`src/rtl/simon_sequencer.sv`:
```
// Tile memory game engine: builds a random tile sequence, flashes it back with
// difficulty-dependent timing, then checks the player's presses round by round.
module simon_sequencer #(
  parameter  int TILE_BITS     = 2,
  parameter  int MAX_LEN       = 16,
  parameter  int TICK_CYCLES   = 25000000,
  parameter  int TIMEOUT_TICKS = 10,
  localparam int LEN_BITS      = $clog2(MAX_LEN + 1)
) (
  input  logic                 clock,
  input  logic                 resetn,
  input  logic                 start,
  input  logic [1:0]           difficulty,
  input  logic                 key_valid,
  input  logic [TILE_BITS-1:0] key_tile,
  output logic [TILE_BITS-1:0] tile_out,
  output logic                 tile_on,
  output logic                 await_input,
  output logic [LEN_BITS-1:0]  level,
  output logic [LEN_BITS-1:0]  score,
  output logic                 game_over,
  output logic                 win
);

  localparam int ADDR_BITS  = (MAX_LEN > 1) ? $clog2(MAX_LEN) : 1;
  localparam int PRESC_BITS = (TICK_CYCLES > 1) ? $clog2(TICK_CYCLES) : 1;
  localparam int TCNT_BITS  = $clog2(((TIMEOUT_TICKS > 4) ? TIMEOUT_TICKS : 4) + 1);

  localparam logic [PRESC_BITS-1:0] PRESC_LAST   = PRESC_BITS'(TICK_CYCLES - 1);
  localparam logic [PRESC_BITS-1:0] PRESC_ONE    = 1;
  localparam logic [TCNT_BITS-1:0]  TCNT_ONE     = 1;
  localparam logic [TCNT_BITS-1:0]  TIMEOUT_LAST = TCNT_BITS'(TIMEOUT_TICKS - 1);
  localparam logic [LEN_BITS-1:0]   LEN_ONE      = 1;
  localparam logic [LEN_BITS-1:0]   LEN_MAX      = LEN_BITS'(MAX_LEN);
  localparam logic [LEN_BITS-1:0]   GEN_LAST     = LEN_BITS'(MAX_LEN - 1);

  typedef enum logic [2:0] {
    S_IDLE, S_GEN, S_SHOW_ON, S_SHOW_OFF, S_WAIT_IN, S_PAUSE, S_LOSE, S_WIN
  } state_t;

  state_t                state_q, state_d;
  logic [15:0]           lfsr_q, lfsr_d;
  logic [PRESC_BITS-1:0] presc_q, presc_d;
  logic [TCNT_BITS-1:0]  tcnt_q, tcnt_d;
  logic [TCNT_BITS-1:0]  on_ticks_q, on_ticks_d;
  logic [LEN_BITS-1:0]   idx_q, idx_d;
  logic [LEN_BITS-1:0]   level_q, level_d;
  logic [LEN_BITS-1:0]   score_q, score_d;
  logic [TILE_BITS-1:0]  tile_out_q, tile_out_d;
  logic                  tile_on_q, tile_on_d;
  logic                  await_q, await_d;
  logic                  game_over_q, game_over_d;
  logic                  win_q, win_d;

  logic [TILE_BITS-1:0]  seq_mem [MAX_LEN];
  logic [TILE_BITS-1:0]  seq_rd;
  logic                  seq_we;
  logic                  cnt_clr;
  logic                  tick;

  assign tick   = (presc_q == PRESC_LAST);
  assign seq_rd = seq_mem[idx_q[ADDR_BITS-1:0]];
  assign lfsr_d = {lfsr_q[14:0], lfsr_q[15] ^ lfsr_q[13] ^ lfsr_q[12] ^ lfsr_q[10]};

  always_comb begin
    state_d    = state_q;
    idx_d      = idx_q;
    level_d    = level_q;
    score_d    = score_q;
    on_ticks_d = on_ticks_q;
    seq_we     = 1'b0;
    cnt_clr    = 1'b0;

    case (state_q)
      S_IDLE, S_LOSE, S_WIN: begin
        if (start) begin
          state_d = S_GEN;
          idx_d   = '0;
          level_d = LEN_ONE;
          score_d = '0;
          case (difficulty)
            2'd0:    on_ticks_d = TCNT_BITS'(4);
            2'd1:    on_ticks_d = TCNT_BITS'(2);
            default: on_ticks_d = TCNT_BITS'(1);
          endcase
        end
      end
      S_GEN: begin
        seq_we = 1'b1;
        if (idx_q == GEN_LAST) begin
          idx_d   = '0;
          state_d = S_SHOW_ON;
        end else begin
          idx_d = idx_q + LEN_ONE;
        end
      end
      S_SHOW_ON: begin
        if (tick && tcnt_q == on_ticks_q - TCNT_ONE) state_d = S_SHOW_OFF;
      end
      S_SHOW_OFF: begin
        if (tick) begin
          if (idx_q + LEN_ONE == level_q) begin
            idx_d   = '0;
            state_d = S_WAIT_IN;
          end else begin
            idx_d   = idx_q + LEN_ONE;
            state_d = S_SHOW_ON;
          end
        end
      end
      S_WAIT_IN: begin
        // A press wins over a coincident timeout tick and restarts the timeout window.
        if (key_valid) begin
          cnt_clr = 1'b1;
          if (key_tile == seq_rd) begin
            if (idx_q + LEN_ONE == level_q) begin
              score_d = score_q + LEN_ONE;
              idx_d   = '0;
              if (level_q == LEN_MAX) begin
                score_d = LEN_MAX;
                state_d = S_WIN;
              end else begin
                level_d = level_q + LEN_ONE;
                state_d = S_PAUSE;
              end
            end else begin
              idx_d = idx_q + LEN_ONE;
            end
          end else begin
            state_d = S_LOSE;
          end
        end else if (tick && tcnt_q == TIMEOUT_LAST) begin
          state_d = S_LOSE;
        end
      end
      S_PAUSE: begin
        if (tick && tcnt_q == TCNT_ONE) begin
          idx_d   = '0;
          state_d = S_SHOW_ON;
        end
      end
      default: state_d = S_IDLE;
    endcase

    // Every dwell is measured from state entry, so the prescaler restarts with it.
    if (state_d != state_q || cnt_clr) begin
      presc_d = '0;
      tcnt_d  = '0;
    end else if (tick) begin
      presc_d = '0;
      tcnt_d  = tcnt_q + TCNT_ONE;
    end else begin
      presc_d = presc_q + PRESC_ONE;
      tcnt_d  = tcnt_q;
    end

    tile_on_d   = (state_d == S_SHOW_ON);
    tile_out_d  = (state_d == S_SHOW_ON) ? seq_mem[idx_d[ADDR_BITS-1:0]] : tile_out_q;
    await_d     = (state_d == S_WAIT_IN);
    game_over_d = (state_d == S_LOSE);
    win_d       = (state_d == S_WIN);
  end

  always_ff @(posedge clock or negedge resetn) begin
    if (!resetn) begin
      state_q     <= S_IDLE;
      lfsr_q      <= 16'hACE1;
      presc_q     <= '0;
      tcnt_q      <= '0;
      on_ticks_q  <= TCNT_BITS'(1);
      idx_q       <= '0;
      level_q     <= '0;
      score_q     <= '0;
      tile_out_q  <= '0;
      tile_on_q   <= 1'b0;
      await_q     <= 1'b0;
      game_over_q <= 1'b0;
      win_q       <= 1'b0;
    end else begin
      state_q     <= state_d;
      lfsr_q      <= lfsr_d;
      presc_q     <= presc_d;
      tcnt_q      <= tcnt_d;
      on_ticks_q  <= on_ticks_d;
      idx_q       <= idx_d;
      level_q     <= level_d;
      score_q     <= score_d;
      tile_out_q  <= tile_out_d;
      tile_on_q   <= tile_on_d;
      await_q     <= await_d;
      game_over_q <= game_over_d;
      win_q       <= win_d;
    end
  end

  // Sequence storage needs no reset; it is fully rewritten by GEN before use.
  always_ff @(posedge clock) begin
    if (seq_we) seq_mem[idx_q[ADDR_BITS-1:0]] <= lfsr_q[TILE_BITS-1:0];
  end

  assign tile_out    = tile_out_q;
  assign tile_on     = tile_on_q;
  assign await_input = await_q;
  assign level       = level_q;
  assign score       = score_q;
  assign game_over   = game_over_q;
  assign win         = win_q;

endmodule

```
`config.mk`:
```
export PLATFORM = sky130hd
export DESIGN_NAME = simon_sequencer
export DESIGN_NICKNAME = d
export VERILOG_FILES = /design/src/rtl/simon_sequencer.sv
export SDC_FILE = /design/constraint.sdc
export NUM_CORES = 1
export LEC_CHECK = 0
export CORE_ASPECT_RATIO = 1.5
export CORE_MARGIN = 2
export CORE_UTILIZATION = 40
export CTS_CLUSTER_SIZE = 14
export DETAILED_ROUTE_END_ITERATION = 16
export SKIP_CTS_REPAIR_TIMING = 1
export SYNTH_ARGS = -nofsm -noshare
export SYNTH_HDL_FRONTEND = slang
export SYNTH_SLANG_ARGS = --single-unit
```
`constraint.sdc`:
```
create_clock -name clock -period 5.3 [get_ports clock]
set_input_delay 1.06 -clock clock [delete_from_list [all_inputs] [get_ports clock]]
set_output_delay 1.06 -clock clock [all_outputs]
set_load 0.02 [all_outputs]
```
Yosys cells after proc, flatten, opt, wreduce, memory -nomap -nowiden
Memories as Yosys holds them, arrays and structs flattened. A register that Yosys moved wholly into a read port is not among the register bits.
Index checks and enable logic that the tools add are counted.
{ "word_totals": {"inputBits": 8, "memories": 1, "ram_bits": 32, "elab_cells": 108, "reg_bits": 71, "out_inout_bits": 16} }
{ "classes": {"add_sub_neg": 6, "reduce_logical": 15, "eq_ne": 28, "n_mux": 42, "n_bitwise": 3} }
{ "mem_list": {"columns": ["name", "depth", "word_bits", "read_ports", "rd_ports_with_merged_regs", "wr", "line", "rtl"], "rows": [
  ["seq_mem", 16, 2, 2, 1, 1, "55", "logic [TILE_BITS-1:0] seq_mem [MAX_LEN];"]
]} }
{ "ops": {"columns": ["cell", "count"], "rows": [
  ["two-way mux 5 bit", 17],
  ["two-way mux 25 bit", 2],
  ["two-way mux 3 bit", 10],
  ["adder 25 x 1 -> 25 bit (second input constant)", 1],
  ["== test 25 bit (second input constant)", 1],
  ["case mux 5 bit (5 select lines)", 1],
  ["== test 3 bit (second input constant)", 7],
  ["case mux 5 bit (2 select lines)", 2],
  ["case mux 3 bit (6 select lines)", 1],
  ["adder 5 x 1 -> 5 bit (second input constant)", 3],
  ["!= test 2 bit (second input constant)", 7],
  ["AND reduction 6 bit", 2],
  ["== test 3 x 2 -> 1 bit (second input constant)", 3],
  ["two-way mux 4 bit", 2],
  ["case mux 3 bit (2 select lines)", 1],
  ["== test 5 x 4 -> 1 bit (second input constant)", 1],
  ["== test 5 bit", 1],
  ["== test 5 bit (second input constant)", 1],
  ["two-way mux 1 bit", 5],
  ["AND reduction 5 bit", 1],
  ["nonzero test 5 bit", 1],
  ["adder 4 x 1 -> 4 bit (second input constant)", 1],
  ["== test 4 x 1 -> 1 bit (second input constant)", 1],
  ["== test 4 bit", 1],
  ["16 further kinds", 21]
]} }

Logic depth before layout (Yosys ltp)
{ "depth": {"ltp_word": 9, "mapped_depth": 18} }

Least setup slack after synthesis
Ideal clock, no wire load.
{ "synth_path": {"path_kind": "flip-flop to flip-flop", "start": "register idx_q[1]", "end": "register tile_out_q[1] (netlist: tile_out[1]), read port of seq_mem", "arrival_time_ns": 3.266, "setup_slack_ns": 1.944, "setup_time_ns": 0.090, "required_time_ns": 5.210, "path_stages_with_launch": 17, "cell_sequence": "dfrtp_1 > ha_1 > nand3_1 > inv_1 > ha_1 > xnor2_1 > nor3_1 > and3_1 > clkbuf_2 > mux2i_1 > a211o_1 > a21oi_4 > and3_1 > buf_4 > nand2b_1 > or4_1 > o221ai_1"} }
{ "synth_between": {"elab_chain_cells": 7} }
{ "synth_rtl": {"columns": ["item", "line", "rtl"], "rows": [
  ["from (decl)", "46", "logic [LEN_BITS-1:0] idx_q, idx_d;"],
  ["from (signal assigned)", "185", "idx_q <= idx_d;"],
  ["adder 5 x 1 -> 5 bit", "102, 116", null],
  ["== test 5 bit", "102, 116", null],
  ["two-way mux 3 bit", "116", "if (idx_q + LEN_ONE == level_q) begin"],
  ["two-way mux 3 bit", "115", "if (key_tile == seq_rd) begin"],
  ["two-way mux 3 bit", "113", "if (key_valid) begin"],
  ["case mux 3 bit (6 select lines) *", "74", "case (state_q)"],
  ["via state_d[1]", "41", "state_t state_q, state_d;"],
  ["== test 3 x 2 -> 1 bit *", null, null],
  ["via tile_on_d", "50", "logic tile_on_q, tile_on_d;"],
  ["to (decl)", "49", "logic [TILE_BITS-1:0] tile_out_q, tile_out_d;"]
]} }
Mark *: on every way through the listed nets, which the timed path passes. The rest lies on a longest branch. The select of a mux whose other input is x is not followed.
A chain may end at the register's enable or synchronous reset.

Final worst setup path
{ "layout_path": {"start": "register idx_q[0]", "end": "register presc_q[4]"} }
{ "layout_between": {"elab_chain_cells": 9} }
{ "layout_rtl": {"columns": ["item", "line", "rtl"], "rows": [
  ["adder 5 x 1 -> 5 bit", "102, 116", null],
  ["== test 5 bit", "102, 116", null],
  ["two-way mux 3 bit", "116", null],
  ["two-way mux 3 bit", "115", null],
  ["two-way mux 3 bit", "113", null],
  ["case mux 3 bit (6 select lines) *", "74", null],
  ["via state_d[1]", "41", null],
  ["!= test 3 bit *", "146", "if (state_d != state_q || cnt_clr) begin"],
  ["logical OR 1 bit *", "146", null],
  ["two-way mux 25 bit *", "146", null],
  ["via presc_d[4]", "43", "logic [PRESC_BITS-1:0] presc_q, presc_d;"],
  ["to (signal assigned)", "182", "presc_q <= presc_d;"],
  ["to (decl)", "43", null]
]} }
Mark *: on every way through the listed nets, which the timed path passes. The rest lies on a longest branch.

==> metrics.cfg <==
[route]
ant_nets=0
drt_wl_total_microns=11500
drt_pass1_iterations=4
remaining_drc_errors=0
drt_iter0_drc=161
vias=3657
via_per_inst=5.418
wl_per_cell_microns=17.03

[pwr]
ir_worst_vdd_uv=181.5
leakage_nw=2.519
total_power_mw=2.475
cellPowerDensity_mw_per_mm2=403.6

[global_route]
grt_usage_pct=16.67
grt_pass1_wl_microns=18860
grt_max_degree=73
antenna_found_initial=0
overflow=0
grt_pass1_vias=3826

[setup_path]
path_depth=14
rr_startpoint=idx_q[0]
cp-end-kind=flip-flop
path_cells=ha_1 > nand3_1 > inv_1 > ha_1 > xnor2_1 > nor3_1 > and3_1 > mux2i_1 > a211o_1 > a21oi_4 > xnor2_1 > nand3_1 > nand2b_1 > nor2_1
cp_slowest_cell=dfrtp_1
cp.arrival_ps=4620
cp_max_fo=25
cp-endpoint=presc_q[4]
r2r_setup_slack_ps=940
critPathLaunch=idx_q[0]
critPathTopFamily=simple AND/OR/NAND/NOR gates
slowest_delay_ps=750
critPathKind=flip-flop to flip-flop
crit_buf_inv=1
start_kind=flip-flop
rr_worst_depth=14
timing.rr.end=presc_q[4]
cp.required_ps=5560

[synth]
synth_area_leaders=dfrtp_1 (29%), edfxtp_1 (17%), mux2i_1 (6.2%)
synth_cell_types=70
synth.largest_area_cell=dfrtp_1
ys_seq_area_share_pct=50.42
syn_area_sq_mm=0.005502
synth_ff_type=dfrtp_1
synth_cells=492
async_reset_ff_share_pct=69.23
synth_edf_count=32
syn_nets=513
netlist.area_leader.share_pct=28.66
ys_warn_count=0
ys_ff_latch=104
syn_area_per_cell_sq_um=11.18

[sta]
tns_ps=0
setup_slack_ps=941.0
finClkSkew_ps=10.57
worst_pin_slew_ps=1055
post-route-period-util_pct=82.25
drv_slew=0
rsz0062_at_grt=false
timing.slew.headroom_pct=28.73
fmax_ghz=0.2294
hold_viol=0
setup_viol=0
fin_crit_ps=4359

[placement]
place.gp.congestion=0.8651
dp_hpwl_microns=8249
dpl_worst_slack_ps=939.3
numPortBuffers=23

[clock_tree]
cts_tree=yes
clk_path_buf_depth=2
cts_buffers=9
path_clk_slew_ps=70
cts-htree-levels=3
cts-root-buf=clkbuf_16
cts.sinks=104
clk_latency_ps=350

[finish]
fin_util_pct=45.53
final_common_cell=dfrtp_1
fin_nets=529
final_cell_mix=dfrtp_1 (63), nor2_1 (58), mux2i_1 (34), edfxtp_1 (32), nand2_1 (28)
drive_gt1_share_pct=10.33
diodes=0
area_delta_synth_final_pct=11.46

[hold_path]
hold_class=flip-flop to flip-flop

[die]
die_h_microns=147.6
core_sq_mm=0.01347
initial_core_util_pct=40.85
dieArea_sq_mm=0.01473
die_w_microns=99.76
fp-row-count=52
top_level_ports=24

[run_status]
status=completed

[job]
drv_cap=0

## synth_stat cells (all sizes together) (2+ instances only)
| cell | number |
|---|---|
| a21oi | 12 |
| xnor2 | 22 |
| nand2 | 30 |
| clkbuf | 10 |
| a221oi | 2 |
| nor3 | 11 |
| o22ai | 3 |
| nor2 | 58 |
| nand4b | 2 |
| nor4 | 2 |
| edfxtp | 32 |
| and2 | 19 |
| o31ai | 3 |
| buf | 11 |
| nand3 | 14 |
| and3 | 10 |
| and4 | 3 |
| mux2 | 8 |
| nand4 | 7 |
| nor3b | 4 |
| nor2b | 3 |
| o221ai | 5 |
| dfrtp | 63 |
| o21ai | 10 |
| o211ai | 2 |
| a21o | 2 |
| mux4 | 4 |
| nor4bb | 2 |
| nand2b | 10 |
| mux2i | 34 |
| a31oi | 4 |
| xor2 | 24 |
| inv | 23 |
| a31o | 2 |
| or2 | 3 |
| or4 | 2 |
| dfstp | 9 |
| ha | 13 |
## cell families after synthesis
group	after synthesis	synth area share [%]
muxes	46	9.529
buffers and inverters	44	4.435
DFF	104	50.42
AOI/OAI and AO/OA	55	7.869
xor gates and xnor gates	47	7.732
and+or+nand+nor	183	17.06
adders and majority gates	13	2.957
## how the worst min path moves through the flow
stage | startpoint | end | slack, ps | depth (start not counted)
finish | lfsr_q[5] | lfsr_q[6] | 360 | 0
global route | lfsr_q[6] | lfsr_q[7] | 370 | 0
CTS | lfsr_q[5] | lfsr_q[6] | 360 | 0
detailed placement | lfsr_q[3] | lfsr_q[4] | 330 | 0
global placement | lfsr_q[8] | lfsr_q[9] | 340 | 0
floorplan | lfsr_q[2] | lfsr_q[3] | 330 | 0
## flip-flops by register name, summed over array words and instances, names as in the netlist
signal	flops
tcnt_q	4
tile_on	1
state_q	3
tile_out	2
score	5
presc_q	25
level	5
lfsr_q	16
seq_mem	32
game_over	1
win	1
idx_q	5
on_ticks_q	3
await_input	1
## per-layer routing
metal / up-vias / track usage, % / share of wire, %
met3: 21 / 3.830 / 3.3
met5: - / 0 / 0
li1: 1756 / - / -
met1: 1814 / 19.30 / 41
met2: 66 / 29.19 / 52
met4: 0 / 7.329 / 3.1
## area by class of cell
class | count | area, sq um
sequential | 104 | 2774
multi-input combinational | 344 | 2484
inverter | 23 | 86.33
tap | 162 | 202.7
timing repair buffer | 26 | 250.2
clock buffer | 9 | 225.2
clock inverter | 7 | 110.1
fill | 1232 | 7336
## stage by stage
stage	instance area (sq um)	hold slack (ps)	cells
3_3_place_gp	5797	337.0	659
4_1_cts	6132	359.3	675
6_report	6132	358.0	675
3_5_place_dp	5797	334.7	659
2_1_floorplan	5502	331.2	492
5_1_grt	6132	366.1	675
## power by group
part / total (mW) / switching (mW) / internal (mW)
sequential: 0.981 / 0.103 / 0.878
clock: 0.746 / 0.320 / 0.425
combinational: 0.748 / 0.428 / 0.320
total: 2.48 / 0.852 / 1.62
Note: power is estimated with default switching activity, not from simulation.
